<file path="config.mk">
export PLATFORM = sky130hd
export DESIGN_NAME = imm_gen_pipe
export DESIGN_NICKNAME = d
export VERILOG_FILES = /design/src/rtl/imm_gen_pkg.sv /design/src/rtl/imm_expand.sv /design/src/rtl/imm_gen_pipe.sv
export SDC_FILE = /design/constraint.sdc
export NUM_CORES = 1
export LEC_CHECK = 0
export BUFFER_PORTS_ARGS = -buffer_cell sky130_fd_sc_hd__buf_2
export CAP_MARGIN = 20
export CORE_MARGIN = 2
export CORE_UTILIZATION = 45
export CTS_CLUSTER_SIZE = 25
export DETAILED_ROUTE_END_ITERATION = 6
export HOLD_SLACK_MARGIN = 0.15
export PLACE_DENSITY = 0.67
export REMOVE_ABC_BUFFERS = 1
export SYNTH_ARGS = -nofsm -noshare
export SYNTH_HDL_FRONTEND = slang
export SYNTH_SLANG_ARGS = --single-unit
</file>
<file path="constraint.sdc">
create_clock -name clk -period 5.1 [get_ports clk]
set_input_delay 0 -clock clk [delete_from_list [all_inputs] [get_ports clk]]
set_output_delay 0 -clock clk [all_outputs]
set_load 0.02 [all_outputs]
</file>
<file path="src/rtl/imm_gen_pkg.sv">
// Immediate format codes and skid-buffer occupancy encoding shared by the immediate generator.
// Pure definitions: no latency, no flow control.
package imm_gen_pkg;

  localparam int IMM_TYPE_W = 3;

  typedef enum logic [IMM_TYPE_W-1:0] {
    NOIMM  = 3'd0,
    ITYPE  = 3'd1,
    STYPE  = 3'd2,
    BTYPE  = 3'd3,
    UTYPE  = 3'd4,
    JTYPE  = 3'd5,
    ZTYPE  = 3'd6,
    SHTYPE = 3'd7
  } imm_type_e;

  typedef enum logic [1:0] {
    CNT_EMPTY = 2'd0,
    CNT_ONE   = 2'd1,
    CNT_FULL  = 2'd2
  } buf_cnt_e;

endpackage

</file>
<file path="src/rtl/imm_expand.sv">
// Combinational format mux: inst[31:7] -> XLEN-wide immediate plus illegal flag.
// Zero latency, no flow control.
module imm_expand
  import imm_gen_pkg::*;
#(
  parameter int XLEN = 32
) (
  input  logic [24:0]           inst_i,
  input  logic [IMM_TYPE_W-1:0] imm_type_i,
  output logic [XLEN-1:0]       imm_o,
  output logic                  illegal_o
);

  // Re-index so field slices read exactly like the ISA manual bit numbers.
  logic [31:7] w;
  assign w = inst_i;

  always_comb begin
    imm_o     = '0;
    illegal_o = 1'b0;
    case (imm_type_i)
      ITYPE:  imm_o = {{(XLEN-11){w[31]}}, w[30:20]};
      STYPE:  imm_o = {{(XLEN-11){w[31]}}, w[30:25], w[11:7]};
      BTYPE:  imm_o = {{(XLEN-12){w[31]}}, w[7], w[30:25], w[11:8], 1'b0};
      UTYPE:  imm_o = {{(XLEN-31){w[31]}}, w[30:12], 12'b0};
      JTYPE:  imm_o = {{(XLEN-20){w[31]}}, w[19:12], w[20], w[30:21], 1'b0};
      ZTYPE:  imm_o[4:0] = w[19:15];
      SHTYPE: begin
        if (XLEN == 64) begin
          imm_o[5:0] = w[25:20];
        end else begin
          imm_o[4:0] = w[24:20];
          illegal_o  = w[25];
        end
      end
      default: illegal_o = 1'b1;
    endcase
  end

endmodule

</file>
<file path="src/rtl/imm_gen_pipe.sv">
// Registered immediate generator feeding a 2-entry skid buffer; 1-cycle latency when empty.
// in_ready drops only when both entries are held, so ID/EX stalls never drop or duplicate.
module imm_gen_pipe
  import imm_gen_pkg::*;
#(
  parameter int XLEN  = 32,
  parameter int TAG_W = 32
) (
  input  logic                  clk,
  input  logic                  rst_n,
  input  logic                  flush,
  input  logic                  in_valid,
  output logic                  in_ready,
  input  logic [24:0]           in_inst,
  input  logic [IMM_TYPE_W-1:0] in_imm_type,
  input  logic [TAG_W-1:0]      in_tag,
  output logic                  out_valid,
  input  logic                  out_ready,
  output logic [XLEN-1:0]       out_imm,
  output logic [TAG_W-1:0]      out_tag,
  output logic                  out_illegal
);

  logic [XLEN-1:0]  exp_imm;
  logic             exp_ill;

  buf_cnt_e         count_q, count_d;
  logic [XLEN-1:0]  head_imm_q, head_imm_d, tail_imm_q, tail_imm_d;
  logic [TAG_W-1:0] head_tag_q, head_tag_d, tail_tag_q, tail_tag_d;
  logic             head_ill_q, head_ill_d, tail_ill_q, tail_ill_d;
  logic             push, pop;

  imm_expand #(.XLEN(XLEN)) u_expand (
    .inst_i     (in_inst),
    .imm_type_i (in_imm_type),
    .imm_o      (exp_imm),
    .illegal_o  (exp_ill)
  );

  assign in_ready    = rst_n && (count_q != CNT_FULL);
  assign out_valid   = (count_q != CNT_EMPTY);
  assign out_imm     = head_imm_q;
  assign out_tag     = head_tag_q;
  assign out_illegal = head_ill_q;

  assign push = in_valid && in_ready;
  assign pop  = out_valid && out_ready;

  always_comb begin
    count_d    = count_q;
    head_imm_d = head_imm_q;
    head_tag_d = head_tag_q;
    head_ill_d = head_ill_q;
    tail_imm_d = tail_imm_q;
    tail_tag_d = tail_tag_q;
    tail_ill_d = tail_ill_q;
    if (flush) begin
      count_d = CNT_EMPTY;
    end else begin
      case (count_q)
        CNT_EMPTY: begin
          if (push) begin
            head_imm_d = exp_imm;
            head_tag_d = in_tag;
            head_ill_d = exp_ill;
            count_d    = CNT_ONE;
          end
        end
        CNT_ONE: begin
          if (push && pop) begin
            head_imm_d = exp_imm;
            head_tag_d = in_tag;
            head_ill_d = exp_ill;
          end else if (push) begin
            tail_imm_d = exp_imm;
            tail_tag_d = in_tag;
            tail_ill_d = exp_ill;
            count_d    = CNT_FULL;
          end else if (pop) begin
            count_d = CNT_EMPTY;
          end
        end
        default: begin
          // Full: push is blocked by in_ready, so only a pop can move the tail up.
          if (pop) begin
            head_imm_d = tail_imm_q;
            head_tag_d = tail_tag_q;
            head_ill_d = tail_ill_q;
            count_d    = CNT_ONE;
          end
        end
      endcase
    end
  end

  always_ff @(posedge clk) begin
    if (!rst_n) begin
      count_q    <= CNT_EMPTY;
      head_imm_q <= '0;
      head_tag_q <= '0;
      head_ill_q <= 1'b0;
      tail_imm_q <= '0;
      tail_tag_q <= '0;
      tail_ill_q <= 1'b0;
    end else begin
      count_q    <= count_d;
      head_imm_q <= head_imm_d;
      head_tag_q <= head_tag_d;
      head_ill_q <= head_ill_d;
      tail_imm_q <= tail_imm_d;
      tail_tag_q <= tail_tag_d;
      tail_ill_q <= tail_ill_d;
    end
  end

endmodule

</file>
==> Word level (Yosys, flattened, before mapping) <==
Cells that the tools add are included.
{ "totals": {"ff_bits": 132, "input_bits": 65, "out_inout_bits": 67, "wordCells": 58} }
{ "op_classes": {"eq_ne": 13, "muxes": 21, "bitwise_logic": 3, "n_reduce_logical": 14} }
{ "ops": {"columns": ["operator", "count"], "rows": [
  ["2-to-1 mux 32 bit", 6],
  ["case mux 32 bit (2 select lines)", 2],
  ["case mux 27 bit (4 select lines)", 1],
  ["case mux 5 bit (5 select lines)", 1],
  ["== test 3 bit, second input constant", 4],
  ["AND reduction 4 bit", 3],
  ["2-to-1 mux 2 bit", 5],
  ["inequality test 2 bit, second input constant", 4],
  ["== test 3 x 2 -> 1 bit, second input constant", 2],
  ["OR reduction 2 bit", 3],
  ["OR reduction 6 bit", 1],
  ["logical AND 1 bit", 4],
  ["case mux 1 bit (2 select lines)", 2],
  ["case mux 2 bit (2 select lines)", 1],
  ["== test 3 x 1 -> 1 bit, second input constant", 1],
  ["2-to-1 mux 1 bit", 3],
  ["inequality test 3 bit, second input constant", 1],
  ["NOT 1 bit", 3],
  ["nonzero test 3 bit", 1],
  ["== test 2 x 1 -> 1 bit, second input constant", 1],
  ["zero test 2 bit", 1],
  ["nonzero test 2 bit", 1]
]} }

==> Longest topological paths before layout <==
Gate-level depths: netlist (run 1).
{ "logic_depth": {"ltp_word": 6, "mapped_depth": 6, "mapped_depth_nobuf": 4} }

==> Modules after synthesis <==
Synthesis (run 1) repeated with hierarchy kept, for this count alone.
{ "unflattened": {"cells_unflattened": 780, "area_unflattened_um2": 6520.0} }
{ "by_module_without_submodules": {"columns": ["module", "instances", "cells_each", "area_per_inst_um2", "seq_area_each_um2"], "rows": [
  ["imm_gen_pipe", 1, 706, 5999.5, 2642.5],
  ["imm_expand", 1, 74, 520.5, 0.0]
]} }

==> Least setup slack after synthesis (run 1) <==
No wires, ideal clock.
{ "synth_timing": {"path_type": "register -> register", "from": "register count_q[1]", "to": "register head_imm_q[11] (netlist: out_imm[11])", "setup_time_ns": 0.075, "arrival_ns": 1.598, "required_ns": 5.025, "slack_ns": 3.427, "stages_incl_launch_ff": 7, "path_buffers": 2, "period_less_slack_ns": 1.673, "path_cell_list": "dfxtp_1 -> or2_2 -> a211oi_2 -> buf_2 -> buf_2 -> o211ai_1 -> o22ai_1"} }
{ "synth_via": {"elab_cells_between_ends": 13, "cone_classes": "eq/ne: 4; mux: 1; reduce/logical: 8"} }
{ "synth_lines": {"columns": ["item", "line_no", "rtl"], "rows": [
  ["start, declared", "imm_gen_pipe.sv:27", "buf_cnt_e count_q, count_d;"],
  ["start signal, assigned", "imm_gen_pipe.sv:106", "count_q <= count_d;"],
  ["nonzero test 2 bit *", "imm_gen_pipe.sv:41", "assign out_valid = (count_q != CNT_EMPTY);"],
  ["via out_valid", "imm_gen_pipe.sv:17", "output logic out_valid,"],
  ["logical AND 1 bit *", "imm_gen_pipe.sv:47", "assign pop = out_valid && out_ready;"],
  ["logical AND 1 bit", "imm_gen_pipe.sv:70", "if (push && pop) begin"],
  ["inequality test 2 bit (no source line)", null, null],
  ["AND reduction 4 bit (no source line) *", null, null],
  ["end signal, assigned", "imm_gen_pipe.sv:107", "head_imm_q <= head_imm_d;"],
  ["end, declared", "imm_gen_pipe.sv:28", "logic [XLEN-1:0] head_imm_q, head_imm_d, tail_imm_q, tail_imm_d;"]
]} }
The timed path passes the listed nets; every way through them passes the cells marked *.
A chain may end at the register's enable or synchronous reset.

==> Worst setup path in the final report (run 1) <==
{ "layout_timing": {"from": "register count_q[1]", "to": "register count_q[0]"} }
{ "layout_via": {"elab_chain_cells": 6, "elab_cells_between_ends": 16, "cone_classes": "eq/ne: 5; mux: 3; reduce/logical: 8"} }
{ "layout_rtl": {"columns": ["item", "line_no", "rtl"], "rows": [
  ["inequality test 2 bit", "imm_gen_pipe.sv:40", "assign in_ready = rst_n && (count_q != CNT_FULL);"],
  ["logical AND 1 bit", "imm_gen_pipe.sv:40", null],
  ["logical AND 1 bit", "imm_gen_pipe.sv:46", "assign push = in_valid && in_ready;"],
  ["2-to-1 mux 2 bit / logical AND 1 bit (equally long branches)", "imm_gen_pipe.sv:74, imm_gen_pipe.sv:70", null],
  ["2-to-1 mux 2 bit / inequality test 2 bit (equally long branches)", null, null],
  ["case mux 2 bit (2 select lines) / AND reduction 4 bit (equally long branches)", null, null]
]} }
Parallel ways exist; a longest one is shown, timed or not. The select of a mux whose other input is x is not followed.

==> impl_metrics.toml, run 1 <==
[status]
status = "finished clean"

[power_and_ir_drop]
total_power_w = 0.00251
power_leakage_nw = 2.94
p_per_area_nw_per_um2 = 332
peakVddDrop_v = 0.000174

[finish]
drive_above_1_share = 0.223
syn_to_final_growth_pct = 33.8
utilization = 0.623
antenna_cells = 0
fillers = 1093
layout.nets = 888

[routing]
drt_pass1_iterations = 5
drtAntennaViolNets = 0
routedWlPerCell_um = 15.5
drt_wl_total_mm = 15.6
detail_route.vias_per_cell = 5.42
remaining_drc_errors = 0
first_iter_violations = 387
num_vias = 5435

[timing]
period_share = 0.563
max_freq_ghz = 0.348
fin_setup_tns_ns = 0
setup_slack_ns = 2.23
period_minus_slack_ns = 2.87
tightest_slew_ns = 1.06
hold_viol_final = 0
fin_skew_ns = 0.00799
rsz0062_at_grt = "no"
slew_viol_final = 0
setup_violations = 0
slew_headroom = 0.291

[global_routing]
globalRouteMet3Util = 0.0405
grtUsageTotal = 0.229
grt_pass1_wl_mm = 24.6
grt_max_degree = 61
overflow = 0
use_met2 = 0.392
first_global_vias = 5140
grtUsageMet1 = 0.287
busiest_layer = "met2"
antenna_found_initial = 0

[synthesis]
yosys_register_bits = 132
synth_common_cells = "dfxtp_1 (132), nand2_1 (111), nor2_1 (59)"
synth.top_cell.area_share = 0.467
seq_area_frac_synth = 0.467
synth_cell_types = 42
synth_area_leader_cell = "dfxtp_1"
ys.warnings.count = 0
async_flop_share = 0
synth_ff_type = "dfxtp_1"
synth.most_common_cell = "dfxtp_1"
ys_top_cells_by_area = "dfxtp_1 (47%), mux2i_1 (7.8%), nand2_1 (7.4%)"
syn_area_per_cell_um2 = 8.56
syn_area_um2 = 5660
synth_edf_count = 0
synthCells = 661

[floorplan]
io_pins = 132
num_rows = 40
fp.coreArea_um2 = 12200
start_util = 0.465
die_h_um = 116
die_w_um = 116
dieArea_um2 = 13500

[cts]
clock-sinks = 132
cts_buffers = 17
cts_root_buffer = "clkbuf_16"
cts_setup_buffers = 0
hold_buffers = 64
cts_tree = "yes"
clk_latency_ns = 0.41
cts.repair.resized = 0
clk_path_buf_depth = 2
clkSlewWorstSetupHoldPaths_ns = 0.05
htreeDepth = 4

[place]
dp_hpwl_mm = 9.50
port_buffers = 131
pre_cts_slack_ns = 2.42
gp_congestion = 0.789

[min_path]
hold_path_class = "in2reg"
hold_depth = 5

[setup_path]
arrival_ns = 3.22
critical_path_required_ns = 5.45
cp-end-kind = "flip-flop"
path_max_fanout = 36
critPathKind = "reg2reg"
start_kind = "flip-flop"
r2r_cells = 4

[job]
max-cap-violations = 0
cells by family (layout without fill, tap and decap cells):
kind of cell | after synthesis | after routing | share of synthesized area
AND/OR/NAND/NOR | 227 | 227 | 0.172
XOR/XNOR | 2 | 2 | 0.00310
flip-flops | 132 | 132 | 0.467
multiplexers | 44 | 44 | 0.0778
AO/OA/AOI/OAI | 190 | 190 | 0.230
buffers and inverters | 66 | 240 | 0.0502
per-stage QoR:
stage	instances	hold slack, ns	cell area (um2)
2_1_floorplan	598	0.0897	5390
3_3_place_gp	907	0.249	6340
3_5_place_dp	908	0.258	6360
4_1_cts	1003	0.159	7570
5_1_grt	1003	0.202	7570
6_report	1003	0.186	7570
sequential cells by signal, indices dropped and copies added (netlist names):
name	flops
out_imm	32
out_tag	32
tail_imm_q	32
tail_tag_q	32
count_q	2
out_illegal	1
tail_ill_q	1
cell usage in the layout, fill, tap and decap left out, drive strengths merged, types with 3 or more instances in the layout:
cell type	Yosys	final
a211oi	56	56
a21oi	51	51
a22oi	6	6
a31oi	4	4
and3	6	6
buf	32	142
clkbuf	31	28
dfxtp	132	132
dlygate4sd3	0	64
mux2i	44	44
nand2	111	111
nand2b	5	5
nand3	4	4
nand3b	4	4
nand4	6	6
nor2	60	60
nor3	22	22
o211ai	16	16
o21a	5	5
o21ai	12	12
o22ai	31	31
o2bb2ai	3	3
routing by layer:
layer,share of wire,routed length [um],vias to the layer above
li1,-,-,2688
met1,0.44,6870,2543
met2,0.49,7680,166
met3,0.042,655,38
met4,0.024,368,0
met5,0,0,-
critical path, cell delays in order (launching register included):
cell           delay, ns
dfxtp_2             0.65
buf_4               0.59
clkinv_1            0.47
a2111oi_0           0.49
dlygate4sd3_1       0.60
power by group:
part	internal [W]	total [W]	switching, W
sequential	0.00106	0.00107	0.0000141
combinational	0.000112	0.000266	0.000155
clock	0.000758	0.00118	0.000419
total	0.00193	0.00251	0.000588
final timing paths:
check	start	slack, ns	end
hold / removal	in_imm_type[2]	0.19	tail_imm_q[15]$_SDFFE_PN0P_
setup reg to reg	count_q[1]$_SDFFE_PP0P_	2.23	count_q[0]$_SDFFE_PP0P_
setup / recovery	count_q[1]$_SDFFE_PP0P_	2.23	count_q[0]$_SDFFE_PP0P_
hold reg to reg	tail_tag_q[24]$_SDFFE_PN0P_	0.45	tail_tag_q[24]$_SDFFE_PN0P_
cell type report:
type,instances,area [um2],area share
clock buffer,28,497,0.0656
sequential,132,2640,0.349
inverter,3,11.3,0.00149
clock inverter,3,68.8,0.00909
tap,168,210,0.0278
timing repair buffer,206,1390,0.184
multi-input combinational,463,2750,0.363
Note: power is estimated with default switching activity, not from simulation.
==> run 2: changes to the inputs <==
- PLACE_DENSITY: 0.67 -> 0.69
- clock period: 5.1 -> 2.5 ns (I/O delays scaled with it)
==> impl_metrics.toml, run 2 (synthesis results as in run 1) <==
[status]
status = "finished clean"

[timing]
period_share = 0.896
setup_slack_ns = 0.260
fin_skew_ns = 0.00498
slew_headroom = 0.291
max_freq_ghz = 0.446
slew_viol_final = 0
rsz0062_at_grt = "no"
tightest_slew_ns = 1.06
setup_violations = 0
period_minus_slack_ns = 2.24
hold_viol_final = 0

[routing]
remaining_drc_errors = 0
routedWlPerCell_um = 15.2
num_vias = 5431
drt_pass1_iterations = 5
drtAntennaViolNets = 0
drt_wl_total_mm = 15.3
detail_route.vias_per_cell = 5.40
first_iter_violations = 319

[finish]
fillers = 973
syn_to_final_growth_pct = 35.6
antenna_cells = 0
drive_above_1_share = 0.228
layout.nets = 889
final_cell_mix = "dfxtp_1 (131), buf_2 (131), nand2_1 (111)"

[global_routing]
grtUsageTotal = 0.225
first_global_vias = 5019
grt_pass1_wl_mm = 24.1
antenna_found_initial = 0
overflow = 0
grt_max_degree = 89

[power_and_ir_drop]
p_per_area_nw_per_um2 = 701
peakVddDrop_v = 0.000359
power_leakage_nw = 2.98
total_power_w = 0.00538

[setup_path]
path_max_fanout = 70
arrival_ns = 2.58
cpPeakStageDelay_ns = 0.59
crit_top_cell = "dlygate4sd3_1"
start_kind = "input port"
critical_path_required_ns = 2.84
critPathKind = "in2reg"
crit_chain = "dlygate4sd3_1, buf_2, or3b_1, nor3_4, buf_12, o21ai_0, a31oi_1, dlygate4sd3_1"
cp-end-kind = "flip-flop"
crit_path_top_delay_cell = "dlygate4sd3_1"

[floorplan]
num_rows = 40
io_pins = 132
die_w_um = 116
fp.coreArea_um2 = 12200
die_h_um = 116
start_util = 0.465
dieArea_um2 = 13500

[place]
gp_congestion = 0.818
port_buffers = 131
dp_hpwl_mm = 9.19
pre_cts_slack_ns = 0.591

[cts]
cts_buffers = 17
clock-sinks = 132
htreeDepth = 4
cts_setup_buffers = 0
clkSlewWorstSetupHoldPaths_ns = 0.05
cts_root_buffer = "clkbuf_16"
clk_path_buf_depth = 2
clk_latency_ns = 0.41
cts_tree = "yes"

[min_path]
hold_path_class = "in2reg"

[job]
max-cap-violations = 0
[run 2: changes by cell type in the layout (fill, tap and decap cells not counted), sizes merged]
cell / before / now
buf: 142 / 143
clkbuf: 28 / 22
clkinvlp: 0 / 2
clkinv: 2 / 4
bufinv: 2 / 5
[run 2: cell type report]
type,instances,area [um2],share of cell area
Multi-Input combinational cell,463,2750,0.358
Sequential cell,132,2640,0.344
Timing Repair Buffer,207,1440,0.187
Clock buffer,22,444,0.0579
Tap cell,168,210,0.0274
Clock inverter,10,180,0.0235
Inverter,3,11.3,0.00147
[run 2: path summary, 6_finish.rpt]
| check | from | slack (ns) | depth (start not counted) | end |
|---|---|---|---|---|
| worst max-delay path | flush | 0.26 | 8 | tail_imm_q[2]$_SDFFE_PN0P_ |
| worst min-delay path | in_imm_type[2] | 0.17 | 3 | tail_imm_q[11]$_SDFFE_PN0P_ |
| worst max register to register | count_q[1]$_SDFFE_PP0P_ | 0.37 | 4 | count_q[0]$_SDFFE_PP0P_ |
| worst min register to register | tail_tag_q[9]$_SDFFE_PN0P_ | 0.45 | 2 | tail_tag_q[9]$_SDFFE_PN0P_ |
[run 2: what timing repair did]
item                      in CTS  in global routing
hold buffers                  64                  0
gates resized for setup        0                  0
hold endpoints to repair     127                  0
[run 2: layer usage]
layer	GRT usage	vias to the layer above	wire [um]
met5	0	-	0
met2	0.390	138	7760
met4	0.0968	0	330
met3	0.0441	29	551
met1	0.274	2565	6680
li1	-	2699	-
[run 2: worst max-delay path: cells and delay by family]
family                 cells  cell delay [ns]
buffers and inverters      4             1.58
AO/OA/AOI/OAI              2             0.30
AND/OR/NAND/NOR            2             0.66
[run 2: metrics by stage]
step | utilization | hold slack [ns] | area (um2) | cells | TNS (ns)
global route | 0.631 | 0.193 | 7670 | 1005 | 0
floorplan | - | 0.0897 | 5390 | 598 | -310.04
detailed placement | 0.527 | 0.256 | 6410 | 909 | 0
finish | 0.631 | 0.170 | 7670 | 1005 | 0
global placement | 0.527 | 0.250 | 6410 | 909 | 0
CTS | 0.631 | 0.151 | 7670 | 1005 | 0
[run 2: power by group]
group / switching, W / total (W) / internal (W)
Combinational: 0.000314 / 0.000548 / 0.000234
Clock: 0.000883 / 0.00265 / 0.00176
Sequential: 0.0000292 / 0.00219 / 0.00216
